$ cat config.mk
export PLATFORM = sky130hd
export DESIGN_NAME = cart_bus_arbiter
export DESIGN_NICKNAME = d
export VERILOG_FILES = /design/src/rtl/cart_bus_arbiter.sv
export SDC_FILE = /design/constraint.sdc
export NUM_CORES = 1
export LEC_CHECK = 0
export CAP_MARGIN = 20
export CORE_UTILIZATION = 25
export CTS_CLUSTER_SIZE = 16
export DETAILED_ROUTE_END_ITERATION = 8
export MAX_ROUTING_LAYER = met4
export SKIP_CTS_REPAIR_TIMING = 1
export SYNTH_ARGS = -nofsm -noshare
export SYNTH_HDL_FRONTEND = slang
export SYNTH_SLANG_ARGS = --single-unit
$ cat constraint.sdc
create_clock -name clk_i -period 2.05 [get_ports clk_i]
set_input_delay 0.615 -clock clk_i [delete_from_list [all_inputs] [get_ports clk_i]]
set_output_delay 0.615 -clock clk_i [all_outputs]
set_load 0.01 [all_outputs]
$ cat src/rtl/cart_bus_arbiter.sv
// cart_bus_arbiter
// Shares the cartridge bus between the CPU memory port and the OAM DMA
// engine. Every access is a fixed SETUP / STROBE / HOLD bus cycle so slow
// cartridge ROM/RAM sees stable address and data around its strobes.
// All outputs come straight from flops.
//
// state    | meaning
// ---------+---------------------------------------------------------------
// S_IDLE   | bus released, arbitrate on sampled cpu_req_i / dma_req_i
// S_SETUP  | address, data, n_cs and bus_oe driven, strobes still high
// S_STROBE | n_rd or n_wr low for STROBE_CYCLES cycles (down-counter)
// S_HOLD   | strobes high, bus still held, owner's done pulses
module cart_bus_arbiter #(
    parameter int STROBE_CYCLES = 3,
    parameter int STARVE_LIMIT  = 4
) (
    input  logic        clk_i,
    input  logic        n_rst_i,
    input  logic        cpu_req_i,
    input  logic        cpu_we_i,
    input  logic [15:0] cpu_addr_i,
    input  logic [7:0]  cpu_wdata_i,
    output logic        cpu_done_o,
    output logic [7:0]  cpu_rdata_o,
    input  logic        dma_req_i,
    input  logic        dma_we_i,
    input  logic [15:0] dma_addr_i,
    input  logic [7:0]  dma_wdata_i,
    output logic        dma_done_o,
    output logic [7:0]  dma_rdata_o,
    output logic [15:0] bus_addr_o,
    output logic [7:0]  bus_wdata_o,
    output logic        bus_oe_o,
    input  logic [7:0]  bus_rdata_i,
    output logic        n_rd_o,
    output logic        n_wr_o,
    output logic        n_cs_o,
    output logic        busy_o
);

    localparam logic [1:0] S_IDLE   = 2'd0;
    localparam logic [1:0] S_SETUP  = 2'd1;
    localparam logic [1:0] S_STROBE = 2'd2;
    localparam logic [1:0] S_HOLD   = 2'd3;

    localparam int CW = $clog2(STROBE_CYCLES + 1);
    localparam int SW = $clog2(STARVE_LIMIT + 1);

    localparam logic [CW-1:0] STROBE_LOAD = CW'(STROBE_CYCLES);
    localparam logic [CW-1:0] CNT_ONE     = CW'(1);
    localparam logic [SW-1:0] STARVE_MAX  = SW'(STARVE_LIMIT);
    localparam logic [SW-1:0] STARVE_ONE  = SW'(1);

    logic [1:0]    state_q, state_d;
    logic [CW-1:0] cnt_q, cnt_d;
    logic [SW-1:0] starve_q, starve_d;
    logic          owner_q, owner_d;     // 0 = CPU, 1 = DMA
    logic          we_q, we_d;
    logic [15:0]   bus_addr_q, bus_addr_d;
    logic [7:0]    bus_wdata_q, bus_wdata_d;
    logic          bus_oe_q, bus_oe_d;
    logic          n_rd_q, n_rd_d;
    logic          n_wr_q, n_wr_d;
    logic          n_cs_q, n_cs_d;
    logic          cpu_done_q, cpu_done_d;
    logic          dma_done_q, dma_done_d;
    logic [7:0]    cpu_rdata_q, cpu_rdata_d;
    logic [7:0]    dma_rdata_q, dma_rdata_d;
    logic          busy_q, busy_d;

    logic          grant_cpu, grant_dma;
    logic          sel_we;
    logic [15:0]   sel_addr;
    logic [7:0]    sel_wdata;
    logic          sel_in_ram;

    // Arbitration: CPU wins ties until DMA has waited STARVE_LIMIT grants.
    always_comb begin
        grant_cpu  = cpu_req_i && (!dma_req_i || (starve_q != STARVE_MAX));
        grant_dma  = dma_req_i && !grant_cpu;
        sel_we     = grant_dma ? dma_we_i    : cpu_we_i;
        sel_addr   = grant_dma ? dma_addr_i  : cpu_addr_i;
        sel_wdata  = grant_dma ? dma_wdata_i : cpu_wdata_i;
        sel_in_ram = (sel_addr >= 16'hA000) && (sel_addr <= 16'hBFFF);
    end

    // Bus-cycle sequencing and next values of every registered output.
    always_comb begin
        state_d     = state_q;
        cnt_d       = cnt_q;
        starve_d    = starve_q;
        owner_d     = owner_q;
        we_d        = we_q;
        bus_addr_d  = bus_addr_q;
        bus_wdata_d = bus_wdata_q;
        bus_oe_d    = bus_oe_q;
        n_rd_d      = n_rd_q;
        n_wr_d      = n_wr_q;
        n_cs_d      = n_cs_q;
        cpu_done_d  = 1'b0;
        dma_done_d  = 1'b0;
        cpu_rdata_d = cpu_rdata_q;
        dma_rdata_d = dma_rdata_q;

        case (state_q)
            S_IDLE: begin
                if (!dma_req_i) begin
                    starve_d = '0;
                end
                if (grant_cpu || grant_dma) begin
                    state_d     = S_SETUP;
                    owner_d     = grant_dma;
                    we_d        = sel_we;
                    bus_addr_d  = sel_addr;
                    bus_wdata_d = sel_wdata;
                    bus_oe_d    = sel_we;
                    n_cs_d      = !sel_in_ram;
                    if (grant_dma) begin
                        starve_d = '0;
                    end else if (dma_req_i && (starve_q != STARVE_MAX)) begin
                        starve_d = starve_q + STARVE_ONE;
                    end
                end
            end
            S_SETUP: begin
                state_d = S_STROBE;
                cnt_d   = STROBE_LOAD;
                n_rd_d  = we_q;
                n_wr_d  = !we_q;
            end
            S_STROBE: begin
                if (cnt_q == CNT_ONE) begin
                    state_d = S_HOLD;
                    n_rd_d  = 1'b1;
                    n_wr_d  = 1'b1;
                    if (owner_q) begin
                        dma_done_d = 1'b1;
                    end else begin
                        cpu_done_d = 1'b1;
                    end
                    // Read data is captured on the edge that releases n_rd.
                    if (!we_q) begin
                        if (owner_q) begin
                            dma_rdata_d = bus_rdata_i;
                        end else begin
                            cpu_rdata_d = bus_rdata_i;
                        end
                    end
                end else begin
                    cnt_d = cnt_q - CNT_ONE;
                end
            end
            S_HOLD: begin
                state_d  = S_IDLE;
                bus_oe_d = 1'b0;
                n_cs_d   = 1'b1;
            end
            default: begin
                state_d = S_IDLE;
            end
        endcase

        busy_d = (state_d != S_IDLE);
    end

    // State and output registers; reset drops the bus immediately.
    always_ff @(posedge clk_i or negedge n_rst_i) begin
        if (!n_rst_i) begin
            state_q     <= S_IDLE;
            cnt_q       <= '0;
            starve_q    <= '0;
            owner_q     <= 1'b0;
            we_q        <= 1'b0;
            bus_addr_q  <= '0;
            bus_wdata_q <= '0;
            bus_oe_q    <= 1'b0;
            n_rd_q      <= 1'b1;
            n_wr_q      <= 1'b1;
            n_cs_q      <= 1'b1;
            cpu_done_q  <= 1'b0;
            dma_done_q  <= 1'b0;
            cpu_rdata_q <= '0;
            dma_rdata_q <= '0;
            busy_q      <= 1'b0;
        end else begin
            state_q     <= state_d;
            cnt_q       <= cnt_d;
            starve_q    <= starve_d;
            owner_q     <= owner_d;
            we_q        <= we_d;
            bus_addr_q  <= bus_addr_d;
            bus_wdata_q <= bus_wdata_d;
            bus_oe_q    <= bus_oe_d;
            n_rd_q      <= n_rd_d;
            n_wr_q      <= n_wr_d;
            n_cs_q      <= n_cs_d;
            cpu_done_q  <= cpu_done_d;
            dma_done_q  <= dma_done_d;
            cpu_rdata_q <= cpu_rdata_d;
            dma_rdata_q <= dma_rdata_d;
            busy_q      <= busy_d;
        end
    end

    assign bus_addr_o  = bus_addr_q;
    assign bus_wdata_o = bus_wdata_q;
    assign bus_oe_o    = bus_oe_q;
    assign n_rd_o      = n_rd_q;
    assign n_wr_o      = n_wr_q;
    assign n_cs_o      = n_cs_q;
    assign cpu_done_o  = cpu_done_q;
    assign dma_done_o  = dma_done_q;
    assign cpu_rdata_o = cpu_rdata_q;
    assign dma_rdata_o = dma_rdata_q;
    assign busy_o      = busy_q;

endmodule

==> results of run 1 <==
==> layout make-up <==
type	instances	area, sq um	area share [%]
Tap cell	133	166	4.18
Timing Repair Buffer	123	1220	30.7
Inverter	8	30.0	0.754
Clock inverter	3	42.5	1.07
Sequential cell	56	1410	35.3
Clock buffer	5	68.8	1.73
Multi-Input combinational cell	129	1050	26.3
==> cell families (layout without fill, tap and decap cells) <==
| group | after synthesis | count (layout) |
|---|---|---|
| AO/OA/AOI/OAI | 43 | 43 |
| XOR/XNOR | 1 | 1 |
| adder cells (fa/ha/maj) | 7 | 7 |
| buffers and inverters | 19 | 139 |
| flip-flops | 56 | 56 |
| multiplexers | 32 | 32 |
| AND/OR/NAND/NOR | 46 | 46 |
==> placed cells by master, fill, tap and decap left out, types with 2 or more instances in the layout <==
cell	n
inv_1	8
nand3b_1	2
o21ai_1	12
o21ai_0	2
dfstp_2	3
a221o_1	13
nor2_1	4
mux2i_1	15
dfrtp_1	53
buf_4	13
o22ai_1	2
nor3_1	3
clkbuf_8	5
and3_1	14
mux2_1	8
dlymetal6s2s_1	3
clkdlybuf4s50_1	104
o22a_1	2
mux2_4	8
buf_12	2
nand2_1	16
ha_1	7
a21oi_1	4
==> final timing paths <==
check                      slack, ps      startpoint              to  depth (start not counted)
setup / recovery                 140       cpu_req_i   bus_addr_o[7]                          4
hold reg to reg                  500  dma_rdata_o[4]  dma_rdata_o[4]                          1
max in group asynchronous       1460         n_rst_i          n_wr_o                          2
hold / removal                   300         n_rst_i  dma_rdata_o[2]                          2
setup reg to reg                 330     starve_q[0]          n_cs_o                          7
min in group clk_i               500  dma_rdata_o[4]  dma_rdata_o[4]                          1
==> power breakdown <==
| part | total (uW) | internal [uW] | leakage, uW | switching (uW) |
|---|---|---|---|---|
| registers | 1960 | 1630 | 0.000676 | 320 |
| clock network | 733 | 362 | 0.0000541 | 370 |
| logic | 2580 | 1510 | 0.000991 | 1070 |
==> metal layers <==
layer / wire, um / vias to the layer above / GRT usage [%] / share of wire (%)
met5: 0 / - / - / 0
met4: 17 / 0 / 2.28 / 0.27
met3: 462 / 2 / 3.32 / 7.3
met2: 2930 / 81 / 21.2 / 46
met1: 2950 / 968 / 16.5 / 46
li1: - / 972 / - / -
==> registers in the layout, summed over array words and instances (netlist names) <==
| name | flops |
|---|---|
| bus_addr_o | 16 |
| bus_wdata_o | 8 |
| cpu_rdata_o | 8 |
| dma_rdata_o | 8 |
| starve_q | 3 |
| cnt_q | 2 |
| state_q | 2 |
| bus_oe_o | 1 |
| busy_o | 1 |
| cpu_done_o | 1 |
| dma_done_o | 1 |
| n_cs_o | 1 |
| n_rd_o | 1 |
| n_wr_o | 1 |
| owner_q | 1 |
| we_q | 1 |
==> metrics by stage <==
step	total power [uW]	instance area (sq um)	TNS, ps	instances
after floorplan	3200	2540	0	204
after global placement	4540	3860	-2870	449
after detailed placement	4600	3860	-4090	449
after CTS	5360	3980	0	457
after global routing	5680	3980	0	457
final	5270	3980	0	457
==> reports/qor.txt, run 1 <==
status: finished clean
GP Congestion: 0.723
Residual DRC: 0
I/O pins: 109
crit path buf inv count: 1
die width: 103 um
Hold Fails Final Rpt: 0
CORE AREA: 0.00982 sq mm
slowest library cell on the worst path: clkdlybuf4s50_1
Arr. time, crit path: 2160 ps
area leader, netlist: dfrtp_1
RSZ-0062 raised after global routing: false
drt total wl: 6360 um
Req. time, crit path: 2300 ps
ys async rst share: 100%
DR iter-0 viols: 37
drt wl/cell: 13.9 um
Seq cells post-synth: 56
Post-synth EDFFs: 0
Startpoint Class: input port
Clock Skew: 11.0 ps
Die ar.: 0.0106 sq mm
post-route ant nets: 0
total CTS buffers: 5
post-layout util: 40.6%
slew of the pin with the lowest slew margin: 599 ps
Synth Cell Area: 0.00254 sq mm
final cycle utilization of the critical path: 93.0%
share of cells above drive strength 1: 13.3%
largest net degree at the start of global routing: 57
Max Transition Viols Final: 0
simple-gate portion of the synthesized area: 9.64%
Max-Cap Viols: 0
hpwl dp: 4860 um
worst-path cell chain: clkdlybuf4s50_1 -> a21boi_4 -> nor2_2 -> a221o_1
Vias: 2,023
area grow syn2layout: 56.5%
Synth Area in Compound Gates: 12.9%
CTS sink cnt: 56
most common cell in the netlist: dfrtp_1
Min-Delay Path Class: in2async
CTS Root Cell: clkbuf_8
Hold WS: 300 ps
critical path's top delay family: buffers and inverters
Post-Synth Adder-Cell Area: 3.44%
GRT Residual Overflow: 0
H-tree depth: 2
CP Class: in2reg
Clock transition at path regs: 110 ps
synth top area cells: dfrtp_1 52%, mux2i_1 5.9%, a221o_1 5.1%
share of the synthesized area in the top cell type: 52.1%
YS warnings: 0
mux share of post-synthesis cell area: 14.6%
Commonest cells post-synth: 53 x dfrtp_1, 16 x nand2_1, 15 x mux2i_1
fmax: 0.524 GHz
via count of the first global-routing pass: 2,091
Lkg Pwr: 0.00172 uW
initial antenna violation count: 0
Synth Instances: 204
top_reg_cell synth: dfrtp_1
syn_nets: 273
CP max FO: 13
Vias/cell: 4.43
PwrDens: 1320 mW/mm^2
Rows: 36
Final setup viols: 0
CTS tree: yes
Synth Area in XOR/XNOR: 0.344%
port bufs: 108
Peak VDD IR: 0.461 mV
first-pass GRT wire length: 10,300 um
Final nets: 392
Synth cell types: 38
post-synthesis sequential area ratio: 55.2%
Die Height: 103 um
slowest stage delay, CP: 650 ps
setup slack after layout: 143 ps
largest family of logic cells by synthesized area: multiplexers
clk_lat worst skew: 310 ps
GRT Util Overall: 13.0%
Clock Tree Buf Depth: 2
fillers: 973
worst slack, placed: -199 ps
DR pass1 iterations: 4
Worst Setup End Kind: register
Starting Density: 25.9%
Max-slew headroom: 60.0%
Final min period: 1910 ps
syn avg cell area: 12.5 sq um
Ant. Diodes: 0
Power figures use the tool's default switching activity.
==> run 2: changes to the inputs <==
CORE_UTILIZATION = 42   (was 25)
PLACE_DENSITY = 0.8   (was not set)
==> reports/qor.txt, run 2 (synthesis results as in run 1) <==
status: finished clean
DR iter-0 viols: 115 (+210%)
Max-slew headroom: 64.4% (+4.4 points)
Final setup viols: 0 (unchanged)
setup slack after layout: 47.8 ps (-95.0 ps)
Lkg Pwr: 0.00172 uW (about the same)
most frequent cells in the layout: 105 x clkdlybuf4s50_1, 53 x dfrtp_1, 16 x nand2_1, 15 x mux2i_1, 14 x and3_1
Placed Instances: 385 (-14%)
Largest register FFs: 16 (unchanged)
Arr. time, crit path: 1390 ps (-770 ps)
GP Congestion: 0.741 (+2.4%)
Min-Delay Path Class: in2async
Hold Fails Final Rpt: 0 (unchanged)
Register Area: 0.00141 sq mm (unchanged)
Int Pwr: 3600 uW (+2.6%)
clk_lat worst skew: 300 ps (about the same)
CORE AREA: 0.00568 sq mm (-42%)
Post-Layout Cell Count: 393 (-14%)
worst slack, placed: -153 ps (+46.0 ps)
Starting Density: 44.8% (+19 points)
CTS sink cnt: 56 (unchanged)
reg2reg setup slack: 300 ps (-30 ps)
hpwl dp: 4330 um (-11%)
share of power burned in registers: 36.4% (-0.7 points)
CP max FO: 3 (-10)
Final nets: 389 (-0.77%)
via count of the first global-routing pass: 2,010 (-3.9%)
Clock transition at path regs: 100 ps (about the same)
Reg2Reg Depth: 6 (-1)
Design Power: 5320 uW (+0.95%)
largest net degree at the start of global routing: 57 (unchanged)
GRT Residual Overflow: 0 (unchanged)
CP Class: reg2out
die width: 79.8 um (-22%)
critical path's top delay family: flip-flops
Worst Setup End Kind: output port
fmax: 0.499 GHz (-4.7%)
slowest stage delay, CP: 550 ps (-100 ps)
Final min period: 2000 ps (+95.0 ps)
area grow syn2layout: 53.6%
worst-path cell chain: clkdlybuf4s50_1
commonest non-fill, non-tap cell in the layout: clkdlybuf4s50_1
Req. time, crit path: 1430 ps (-870 ps)
Clk pwr share: 14.5% (+0.6 points)
fillers: 438 (-55%)
Max Transition Viols Final: 0 (unchanged)
Max-Cap Viols: 0 (unchanged)
Critical R2R Launch: cnt_q[1]
Comb pwr share: 49.1% (about the same)
Die Height: 79.8 um (-22%)
Residual DRC: 0 (unchanged)
Ant. Diodes: 0 (unchanged)
Clock Tree Buf Depth: 2 (unchanged)
Hold WS: 291 ps (-8.32 ps)
GRT Util Overall: 19.7% (+6.7 points)
PwrDens: 1360 mW/mm^2 (+2.9%)
post-layout util: 68.9% (+28 points)
slew of the pin with the lowest slew margin: 533 ps (-65.9 ps)
first-pass GRT wire length: 9360 um (-9.0%)
H-tree depth: 2 (unchanged)
drt wl/cell: 14.6 um (+5.2%)
Startpoint Class: register
post-route ant nets: 0 (unchanged)
crit path buf inv count: 1 (unchanged)
port bufs: 108 (unchanged)
Clock Skew: 8.31 ps (-2.73 ps)
initial antenna violation count: 0 (unchanged)
Vias: 1,969 (-2.7%)
reg2reg end: dma_rdata_o[0]
CTS tree: yes
Net Sw Frac: 32.3% (-1.1 points)
Die ar.: 0.00637 sq mm (-40%)
final cycle utilization of the critical path: 97.7% (+4.6 points)
slowest library cell on the worst path: dfstp_2
Rows: 27 (-25%)
drt total wl: 5750 um (-9.6%)
net switching power: 1710 uW (-2.4%)
total CTS buffers: 5 (unchanged)
CTS Root Cell: clkbuf_8
RSZ-0062 raised after global routing: false
I/O pins: 109 (unchanged)
DR pass1 iterations: 4 (unchanged)
Peak VDD IR: 0.640 mV (+39%)
Vias/cell: 5.01 (+13%)
multi-input logic area: 0.00105 sq mm (unchanged)
share of cells above drive strength 1: 12.5% (-0.81 points)
==> run 2: power by group through the flow <==
stage	logic, uW	clock network [uW]	registers [uW]
finish	2610	771	1940
global route	2830	828	2000
CTS	2650	791	1940
detailed placement	2640	0	1960
global placement	2570	0	1950
floorplan	1060	0	2140
==> run 2: final cells by class <==
cell class,instances,share of cell area [%]
clock inverter,1,0.768
inverter,8,0.768
multi-input combinational,129,26.8
tap,72,2.30
clock buffer,7,2.46
sequential,56,35.9
timing repair buffer,120,30.9
==> run 2: metal layers <==
metal / routed length [um] / part of all wire, % / GRT usage [%] / up-vias
met2: 2810 / 49 / 31.5 / 61
met4: 97 / 1.7 / 7.68 / 0
met1: 2530 / 44 / 24.6 / 936
li1: - / - / - / 965
met3: 319 / 5.5 / 3.89 / 7
met5: 0 / 0 / - / -
==> run 2: worst max path at each step <==
stage	cells after the start	from	endpoint	slack (ps)
after global routing	1	n_rd_o	n_rd_o	10
after global placement	4	cpu_req_i	bus_addr_o[7]	-90
final	1	n_rd_o	n_rd_o	50
after detailed placement	5	cpu_req_i	bus_addr_o[3]	-150
after floorplan	6	state_q[0]	cpu_rdata_o[0]	350
after CTS	1	n_wr_o	n_wr_o	30
==> run 2: metrics by stage <==
step	setup TNS [ps]	area, sq um
4_1_cts	0	3900
6_report	0	3910
3_3_place_gp	-1440	3780
2_1_floorplan	0	2540
5_1_grt	0	3910
3_5_place_dp	-2790	3780
